## src/rtl/axis_pkg.sv

```systemverilog
// Shared definitions for the AXI-Stream word packer: FSM state encoding
// and the lane-ratio helpers used to size and validate the packer.
package axis_pkg;

  typedef enum logic [1:0] {
    ACCUM = 2'd0,
    HOLD  = 2'd1
  } pack_state_e;

  function automatic int keep_width(input int data_w);
    return data_w / 8;
  endfunction

  function automatic int lane_ratio(input int out_keep_w, input int in_keep_w);
    return out_keep_w / in_keep_w;
  endfunction

  // Elaboration-time check: wide word must hold an integer number (2..256) of narrow beats.
  function automatic bit ratio_ok(input int out_keep_w, input int in_keep_w);
    return (in_keep_w > 0) && (out_keep_w % in_keep_w == 0) &&
           (out_keep_w / in_keep_w >= 2) && (out_keep_w / in_keep_w <= 256);
  endfunction

endpackage

```

## src/rtl/axis_out_reg.sv

```systemverilog
// Single-entry registered AXI-Stream output stage with a "free" indication.
// tuser storage exists only when AXIS_PACKER_TUSER_EN is defined.
module axis_out_reg #(
  parameter int DATA_W = 64,
  parameter int KEEP_W = 8
) (
  input  logic              clk,
  input  logic              rst,
  input  logic              load_i,
  input  logic [DATA_W-1:0] tdata_i,
  input  logic [KEEP_W-1:0] tkeep_i,
  input  logic              tlast_i,
  input  logic              tuser_i,
  input  logic              tready_i,
  output logic [DATA_W-1:0] tdata_o,
  output logic [KEEP_W-1:0] tkeep_o,
  output logic              tvalid_o,
  output logic              tlast_o,
  output logic              tuser_o,
  output logic              free_o
);

  logic [DATA_W-1:0] tdata_q;
  logic [KEEP_W-1:0] tkeep_q;
  logic              tvalid_q;
  logic              tlast_q;

  assign free_o = !tvalid_q || tready_i;

  always_ff @(posedge clk) begin
    if (rst) begin
      tdata_q  <= '0;
      tkeep_q  <= '0;
      tvalid_q <= 1'b0;
      tlast_q  <= 1'b0;
    end else if (load_i) begin
      tdata_q  <= tdata_i;
      tkeep_q  <= tkeep_i;
      tvalid_q <= 1'b1;
      tlast_q  <= tlast_i;
    end else if (tready_i) begin
      tvalid_q <= 1'b0;
    end
  end

`ifdef AXIS_PACKER_TUSER_EN
  logic tuser_q;

  always_ff @(posedge clk) begin
    if (rst) begin
      tuser_q <= 1'b0;
    end else if (load_i) begin
      tuser_q <= tuser_i;
    end
  end

  assign tuser_o = tuser_q;
`else
  logic unused_tuser_i;
  assign unused_tuser_i = tuser_i;
  assign tuser_o        = 1'b0;
`endif

  assign tdata_o  = tdata_q;
  assign tkeep_o  = tkeep_q;
  assign tvalid_o = tvalid_q;
  assign tlast_o  = tlast_q;

endmodule

```

## src/rtl/axis_word_packer.sv

```systemverilog
// Narrow-to-wide AXI-Stream packer: beat k of a word lands in lane k, tlast ends a word early.
// tuser accumulation is enabled by defining AXIS_PACKER_TUSER_EN.
//
// state | meaning
// ACCUM | accepting beats into the accumulator (tready high)
// HOLD  | completed word parked in the accumulator, waiting for the output register
module axis_word_packer
  import axis_pkg::*;
#(
  parameter int INPUT_DATA_WIDTH  = 8,
  parameter int INPUT_KEEP_WIDTH  = keep_width(INPUT_DATA_WIDTH),
  parameter int OUTPUT_DATA_WIDTH = 64,
  parameter int OUTPUT_KEEP_WIDTH = keep_width(OUTPUT_DATA_WIDTH)
) (
  input  logic                         clk,
  input  logic                         rst,
  input  logic [INPUT_DATA_WIDTH-1:0]  input_axis_tdata,
  input  logic [INPUT_KEEP_WIDTH-1:0]  input_axis_tkeep,
  input  logic                         input_axis_tvalid,
  output logic                         input_axis_tready,
  input  logic                         input_axis_tlast,
  input  logic                         input_axis_tuser,
  output logic [OUTPUT_DATA_WIDTH-1:0] output_axis_tdata,
  output logic [OUTPUT_KEEP_WIDTH-1:0] output_axis_tkeep,
  output logic                         output_axis_tvalid,
  input  logic                         output_axis_tready,
  output logic                         output_axis_tlast,
  output logic                         output_axis_tuser
);

  localparam int N  = lane_ratio(OUTPUT_KEEP_WIDTH, INPUT_KEEP_WIDTH);
  localparam int IW = INPUT_DATA_WIDTH;
  localparam int IK = INPUT_KEEP_WIDTH;
  localparam logic [7:0] LAST_LANE = 8'(N - 1);

  if (!ratio_ok(OUTPUT_KEEP_WIDTH, INPUT_KEEP_WIDTH)) begin : g_ratio_check
    $error("axis_word_packer: output/input keep ratio must be an integer in 2..256");
  end

  pack_state_e state_q, state_d;
  logic [7:0]  cnt_q, cnt_d;
  logic        tready_q, tready_d;
  logic [OUTPUT_DATA_WIDTH-1:0] acc_data_q, mrg_data, ld_data;
  logic [OUTPUT_KEEP_WIDTH-1:0] acc_keep_q, mrg_keep, ld_keep;
  logic        acc_last_q, ld_last, ld_user;
  logic        accept, complete, out_free, load, acc_upd, acc_clr;

  assign accept            = input_axis_tvalid && tready_q;
  assign complete          = accept && (input_axis_tlast || cnt_q == LAST_LANE);
  assign input_axis_tready = tready_q;

  // Current beat merged into its lane; lanes above it are still zero from the last clear.
  always_comb begin
    mrg_data = acc_data_q;
    mrg_keep = acc_keep_q;
    for (int k = 0; k < N; k++) begin
      if (cnt_q == 8'(k)) begin
        mrg_data[k*IW +: IW] = input_axis_tdata;
        mrg_keep[k*IK +: IK] = input_axis_tkeep;
      end
    end
  end

  always_comb begin
    state_d  = state_q;
    cnt_d    = cnt_q;
    tready_d = tready_q;
    acc_upd  = 1'b0;
    acc_clr  = 1'b0;
    load     = 1'b0;
    unique case (state_q)
      ACCUM: begin
        tready_d = 1'b1;
        if (accept) begin
          if (complete) begin
            cnt_d = '0;
            if (out_free) begin
              load    = 1'b1;
              acc_clr = 1'b1;
            end else begin
              acc_upd  = 1'b1;
              state_d  = HOLD;
              tready_d = 1'b0;
            end
          end else begin
            cnt_d   = cnt_q + 8'd1;
            acc_upd = 1'b1;
          end
        end
      end
      HOLD: begin
        tready_d = 1'b0;
        if (out_free) begin
          load     = 1'b1;
          acc_clr  = 1'b1;
          state_d  = ACCUM;
          tready_d = 1'b1;
        end
      end
      default: state_d = ACCUM;
    endcase
  end

  always_ff @(posedge clk) begin
    if (rst) begin
      state_q    <= ACCUM;
      cnt_q      <= '0;
      tready_q   <= 1'b0;
      acc_data_q <= '0;
      acc_keep_q <= '0;
      acc_last_q <= 1'b0;
    end else begin
      state_q  <= state_d;
      cnt_q    <= cnt_d;
      tready_q <= tready_d;
      if (acc_clr) begin
        acc_data_q <= '0;
        acc_keep_q <= '0;
        acc_last_q <= 1'b0;
      end else if (acc_upd) begin
        acc_data_q <= mrg_data;
        acc_keep_q <= mrg_keep;
        acc_last_q <= input_axis_tlast;
      end
    end
  end

  assign ld_data = (state_q == HOLD) ? acc_data_q : mrg_data;
  assign ld_keep = (state_q == HOLD) ? acc_keep_q : mrg_keep;
  assign ld_last = (state_q == HOLD) ? acc_last_q : input_axis_tlast;

`ifdef AXIS_PACKER_TUSER_EN
  logic acc_user_q;

  always_ff @(posedge clk) begin
    if (rst || acc_clr) begin
      acc_user_q <= 1'b0;
    end else if (acc_upd) begin
      acc_user_q <= acc_user_q | input_axis_tuser;
    end
  end

  assign ld_user = (state_q == HOLD) ? acc_user_q : (acc_user_q | input_axis_tuser);
`else
  logic unused_tuser;
  assign unused_tuser = input_axis_tuser;
  assign ld_user      = 1'b0;
`endif

  axis_out_reg #(
    .DATA_W (OUTPUT_DATA_WIDTH),
    .KEEP_W (OUTPUT_KEEP_WIDTH)
  ) u_out_reg (
    .clk      (clk),
    .rst      (rst),
    .load_i   (load),
    .tdata_i  (ld_data),
    .tkeep_i  (ld_keep),
    .tlast_i  (ld_last),
    .tuser_i  (ld_user),
    .tready_i (output_axis_tready),
    .tdata_o  (output_axis_tdata),
    .tkeep_o  (output_axis_tkeep),
    .tvalid_o (output_axis_tvalid),
    .tlast_o  (output_axis_tlast),
    .tuser_o  (output_axis_tuser),
    .free_o   (out_free)
  );

endmodule

```

## config.mk

```make
export PLATFORM = sky130hd
export DESIGN_NAME = axis_word_packer
export DESIGN_NICKNAME = d
export VERILOG_FILES = /design/src/rtl/axis_pkg.sv /design/src/rtl/axis_out_reg.sv /design/src/rtl/axis_word_packer.sv
export SDC_FILE = /design/constraint.sdc
export NUM_CORES = 1
export LEC_CHECK = 0
export BUFFER_PORTS_ARGS = -buffer_cell sky130_fd_sc_hd__buf_2
export CAP_MARGIN = 20
export CORE_MARGIN = 4
export CORE_UTILIZATION = 30
export CTS_CLUSTER_SIZE = 28
export DETAILED_ROUTE_END_ITERATION = 8
export HOLD_SLACK_MARGIN = 0.06
export PLACE_DENSITY_LB_ADDON = 0.3
export REMOVE_ABC_BUFFERS = 1
export SLEW_MARGIN = 40
export SYNTH_ARGS = -nofsm -noshare
export SYNTH_HDL_FRONTEND = slang
export SYNTH_SLANG_ARGS = --single-unit
export TNS_END_PERCENT = 5
```

## constraint.sdc

```tcl
create_clock -name clk -period 6.19 [get_ports clk]
set_input_delay 1.238 -clock clk [delete_from_list [all_inputs] [get_ports clk]]
set_output_delay 1.238 -clock clk [all_outputs]
set_load 0.05 [all_outputs]
```

==> Word level (Yosys, flattened, before mapping) <==
Index checks and enable logic that the tools add are counted.
{ "op_classes": {"eq_ne": 12, "n_reduce_logical": 12, "shift": 0, "mux": 38, "multipliers": 0, "div_mod_pow": 0, "bitwise_logic": 0, "n_addsub": 1, "magnitude_cmp": 0} }
{ "op_table": {"columns": ["op", "n"], "rows": [
  ["8-bit two-way mux", 10],
  ["64-bit two-way mux", 1],
  ["8-bit by 3-bit equality test with 1-bit output, second input constant", 4],
  ["1-bit two-way mux", 20],
  ["8-bit by 2-bit equality test with 1-bit output, second input constant", 2],
  ["8-bit by 1-bit adder with 8-bit output, second input constant", 1],
  ["8-bit by 1-bit equality test with 1-bit output, second input constant", 1],
  ["8-bit zero test", 1],
  ["2-bit two-way mux", 4],
  ["2-bit inequality test, second input constant", 4],
  ["1-bit one-hot mux with 2 select lines", 2],
  ["2-bit one-hot mux with 2 select lines", 1],
  ["4-bit AND reduction", 1],
  ["2-bit nonzero test", 2],
  ["2-bit by 1-bit equality test with 1-bit output, second input constant", 1],
  ["1-bit logical AND", 2],
  ["2-bit zero test", 1],
  ["1-bit logical OR", 2],
  ["2-bit AND reduction", 1],
  ["2-bit OR reduction", 1],
  ["1-bit zero test", 1]
]} }
{ "totals": {"register_bits": 158, "mem_bits_rw": 0, "memories": 0, "rom_bits": 0, "input_bits": 15, "word_cells": 73, "latch_bits": 0, "out_inout_bits": 76} }

==> Longest topological paths before layout <==
{ "depth": {"word_depth": 7, "mapped_depth": 8, "ltp_nobuf": 6} }

==> Modules after synthesis <==
Synthesis repeated with hierarchy kept, for this count alone.
{ "hier_totals": {"hier_cells": 691, "area_unflattened_um2": 6947.9} }
{ "by_module_without_submodules": {"columns": ["module", "cells_each", "area_per_inst_um2", "n_inst", "seq_area_each_um2"], "rows": [
  ["axis_word_packer", 450, 4264.1, 1, 1661.6],
  ["axis_out_reg", 241, 2683.8, 1, 1481.4]
]} }

==> Least setup slack after synthesis <==
No wires, ideal clock.
{ "synth_timing": {"path_kind": "input to register", "from": "in input_axis_tvalid", "to": "reg u_out_reg.tdata_q[32] (netlist: u_out_reg.tdata_o[32])", "cell_stages": 7, "setup_slack_ns": 3.509, "arrival_time_ns": 2.596, "cell_sequence": "clkbuf_1 nand2_1 a21oi_1 clkbuf_1 clkbuf_1 a21oi_1 a211oi_1"} }
{ "synth_via": {"elab_chain_cells": 5} }
{ "synth_rtl": {"columns": ["item", "line_no", "text"], "rows": [
  ["from (decl)", "axis_word_packer.sv:19", "input logic input_axis_tvalid,"],
  ["1-bit logical AND *", "axis_word_packer.sv:48", "assign accept = input_axis_tvalid && tready_q;"],
  ["1-bit logical AND", "axis_word_packer.sv:49", "assign complete = accept && (input_axis_tlast || cnt_q == LAST_LANE);"],
  ["1-bit two-way mux", "axis_word_packer.sv:75", "if (complete) begin"],
  ["1-bit two-way mux *", "axis_word_packer.sv:74", "if (accept) begin"],
  ["1-bit one-hot mux with 2 select lines *", "axis_word_packer.sv:71", "unique case (state_q)"],
  ["to (signal assigned)", "axis_out_reg.sv:37", "tdata_q <= tdata_i;"],
  ["to (decl)", "axis_out_reg.sv:23", "logic [DATA_W-1:0] tdata_q;"]
]} }
Every way passes the cells marked *; elsewhere a longest branch is shown, timed or not.
A chain may end at the register's enable or synchronous reset.

==> Worst setup path after layout <==
{ "layout_timing": {"from": "reg cnt_q[3]", "to": "reg u_out_reg.tdata_q[22] (netlist: u_out_reg.tdata_o[22])"} }
{ "layout_via": {"elab_chain_cells": 6} }
{ "layout_rtl": {"columns": ["item", "line_no", "text"], "rows": [
  ["from (decl)", "axis_word_packer.sv:41", "logic [7:0] cnt_q, cnt_d;"],
  ["from (signal assigned)", "axis_word_packer.sv:114", "cnt_q <= cnt_d;"],
  ["8-bit by 3-bit equality test with 1-bit output", "axis_word_packer.sv:49", null],
  ["1-bit logical OR", "axis_word_packer.sv:49", null],
  ["1-bit logical AND", "axis_word_packer.sv:49", null],
  ["1-bit two-way mux", "axis_word_packer.sv:75", null],
  ["1-bit two-way mux", "axis_word_packer.sv:74", null],
  ["1-bit one-hot mux with 2 select lines", "axis_word_packer.sv:71", null]
]} }
Several ways; a longest one is shown, not always the timed one.

==> impl_results.md <==
- Status: finished, final reports clean
- Synth Register Bits: roughly 160
- Post-Synth XOR/XNOR Area: 0.772%
- Final Hold Fails: 0
- Syn Inst Count: 716
- Final worst-path cycle share: 49.6%
- Crit-path max FO: 74
- GRT Overall Usage: 15.2%
- Hold Path Class: flop to flop
- Storage cell area: 3140 um^2
- Die ar.: ~25000 um^2
- DRC: 0
- Syn avg cell area: 9.51 um^2
- FMAX: roughly 330 MHz
- Reg-to-reg slack, setup: between 3 and 4 ns
- Total power divided by cell area: about 290 nW/um^2
- # diodes: 0
- Max-Cap Viols: 0
- Drt wl/cell: around 18 um
- Post-synthesis simple-gate area fraction: 9.03%
- I/O pin count: 91
- Worst reg-to-reg path cell count: 6
- Vias in the first global route: 5335
- RePlAce Congestion: around 0.80
- Antenna-violating nets left: 0
- CP Data Required Time: 6.45 ns
- Initial Util: 30.8%
- Post-DP Area: between 7000 and 8000 um^2
- PortBufs: 88
- Total wire length: between 15 and 20 mm
- Starting DRT DRC Count: approximately 320
- Fillers: 2222
- Synth Area in Adders: 0.735%
- Largest net degree at the start of global routing: 81
- CP Capture Type: flop
- CP Launch Type: flop
- CTS Hold Bufs: 0
- Synth Flop Type: dfxtp_1
- Worst-Margin Slew: 0.731 ns
- Chip height: roughly 160 um
- Vias post-DR: 5403
- Routing usage on met1: ~20%
- DRT Pass-1 Iters: 5
- Met3 GRT Util: 4.00%
- Clk pin slew, worst setup/hold paths: approximately 0.060 ns
- Synth cell types: 40
- Sequential area share after synthesis: 46.2%
- Grt total ovfl: 0
- Area growth syn-to-layout: 16.3%
- Hold path start: acc_data_q[47]$_SDFFE_PP0P_
- Vias/cell: just over 5
- Layout cell share with drive strength beyond 1: 18.6%
- Met2 Use GR: 24.2%
- Commonest non-fill, non-tap cell in the layout: dfxtp_1
- Biggest area consumer among synthesized cells: dfxtp_1
- Skew-Pair Late Insertion Delay: 0.42 ns
- Pre-CTS setup slack: 2.49 ns
- CTS buffer count: 17
- Setup TNS: 0 ns
- Leakage: 3.14 nW
- Top post-synthesis cells by area: dfxtp_1 (46%), mux2i_1 (17%), a211oi_1 (8.1%), a21oi_1 (7.8%), nor2_1 (3.1%)
- Rel. slew slack: 51.1%
- Reg2reg end: u_out_reg.tdata_o[22]$_SDFFE_PP0P_
- Post-CTS Setup Bufs: 0
- RSZ-0062 raised after global routing: no
- Post-synth top area share: 46.2%
- Die W: 159 um
- Synth Area in Compound Gates: 19.8%
- H-tree depth: 4
- Post-synthesis mux area share: 17.4%
- Worst ir drop on vdd: 0.167 mV
- Resized Gates After CTS: 0
- Worst Hold Depth: 2
- Final Power: about 2.3 mW
- Worst setup margin: 3.12 ns
- Core Region: 22100 um^2
- CTS Sinks: approximately 160
- GR peak layer: met2
- Commonest non-fill, non-tap cells in the layout: dfxtp_1 (157), mux2i_1 (118), a21oi_1 (105), buf_2 (88), a211oi_1 (73)
- Hold Path End: acc_data_q[47]$_SDFFE_PP0P_
- CTS tree: built
- Initial antenna violation count: 1
- Slew Viols, Final: 0
- Multi-input logic area: 3320 um^2
- Fin area: 7910 um^2
- CP Class: flop to flop
- Cell area after synthesis: approximately 6800 um^2
- Final HPWL DP: 11.1 mm
- Largest family of logic cells by synthesized area: compound AO/OA/AOI/OAI gates
- Final min period: 3.07 ns
- Max Clock Skew: between 0.01 and 0.015 ns
- Endpoints failing setup: 0
- Global-route wire length before repair: 29.9 mm
- Yosys warns: 0
- Buffer depth of the longest clock path: 2
- Crit path DAT: 3.34 ns
- Number of flops mapped to enable cells by yosys: 0
- Rows: 54
- Reg2reg start: cnt_q[3]$_SDFFE_PP0P_
- Ys async rst share: 0%
- # nets final: 772
- Root buffer cell: clkbuf_16
==> layer usage <==
metal	wire length, um	vias up
met4	259	2
met5	7	-
li1	-	2679
met1	8980	2578
met3	1050	22
met2	8520	122
==> worst max-delay path by stage <==
stage	startpoint	end	slack, ns	depth (start not counted)
finish	cnt_q[3]$_SDFFE_PP0P_	u_out_reg.tdata_o[22]$_SDFFE_PP0P_	3.12	6
global route	cnt_q[3]$_SDFFE_PP0P_	u_out_reg.tkeep_o[6]$_SDFFE_PP0P_	2.91	6
CTS	cnt_q[3]$_SDFFE_PP0P_	u_out_reg.tdata_o[40]$_SDFFE_PP0P_	2.81	5
detailed placement	input_axis_tvalid	u_out_reg.tdata_o[24]$_SDFFE_PP0P_	2.49	6
global placement	input_axis_tvalid	u_out_reg.tdata_o[59]$_SDFFE_PP0P_	2.53	6
floorplan	input_axis_tvalid	u_out_reg.tdata_o[0]$_SDFFE_PP0P_	0.32	4
==> cells by family after synthesis <==
group / after synthesis
AOI/OAI and AO/OA: 220
xor gates and xnor gates: 6
adders and majority gates: 4
buffers and inverters: 88
DFF: 157
muxes: 118
other: 1
and+or+nand+nor: 122
==> power by group <==
part,leakage [nW],switching (mW),internal [mW],total (mW)
Combinational,1.60,0.203,0.0600,0.263
Clock,0.260,0.402,0.545,0.948
Sequential,1.27,0.0149,1.04,1.05
Total,3.14,0.620,1.64,2.26
==> per-stage QoR <==
step | utilization, % | hold WS, ns | std cells
6_report | 35.8 | 0.472 | 1042
5_1_grt | 35.8 | 0.491 | 1042
4_1_cts | 35.6 | 0.473 | 1040
3_5_place_dp | 33.2 | 0.466 | 1012
3_3_place_gp | 33.1 | 0.459 | 1011
2_1_floorplan | - | 0.449 | 635
==> synth_stat cells, drive strengths merged, types with 2 or more instances <==
cell type and number:
nand3 30, nor2 56, or4 4, nand2 4
nand3b 2, mux2i 118, dfxtp 157, clkbuf 42
nand2b 2, a21oi 106, nand4 7, nor4 3
buf 39, xor2 3, ha 4, xnor2 3
o21ai 31, a2111oi 4, nor3 3, inv 7
nand4b 6, nor2b 2, a211oi 73
==> worst max-delay path: stages (launching register included) <==
cell      delay [ns]
dfxtp_1         0.38
or4_1           0.82
o21ai_4         0.27
buf_6           0.52
and2_4          0.49
buf_12          0.28
a211oi_1        0.10
==> final cells by class <==
cell class	count	share of cell area, %
Multi-Input combinational cell	471	41.9
Sequential cell	157	39.7
Timing Repair Buffer	99	6.96
Clock buffer	22	6.12
Tap cell	280	4.43
Clock inverter	6	0.506
Inverter	7	0.332
==> flip-flops by register name (all words and copies together), names as in the netlist <==
name and cells:
acc_last_q 1, acc_data_q 64, u_out_reg.tdata_o 64, u_out_reg.tkeep_o 8, acc_keep_q 8, cnt_q 8
state_q 1, u_out_reg.tlast_o 1, input_axis_tready 1, u_out_reg.tvalid_o 1
No activity file was read; power rests on OpenSTA's default activity.
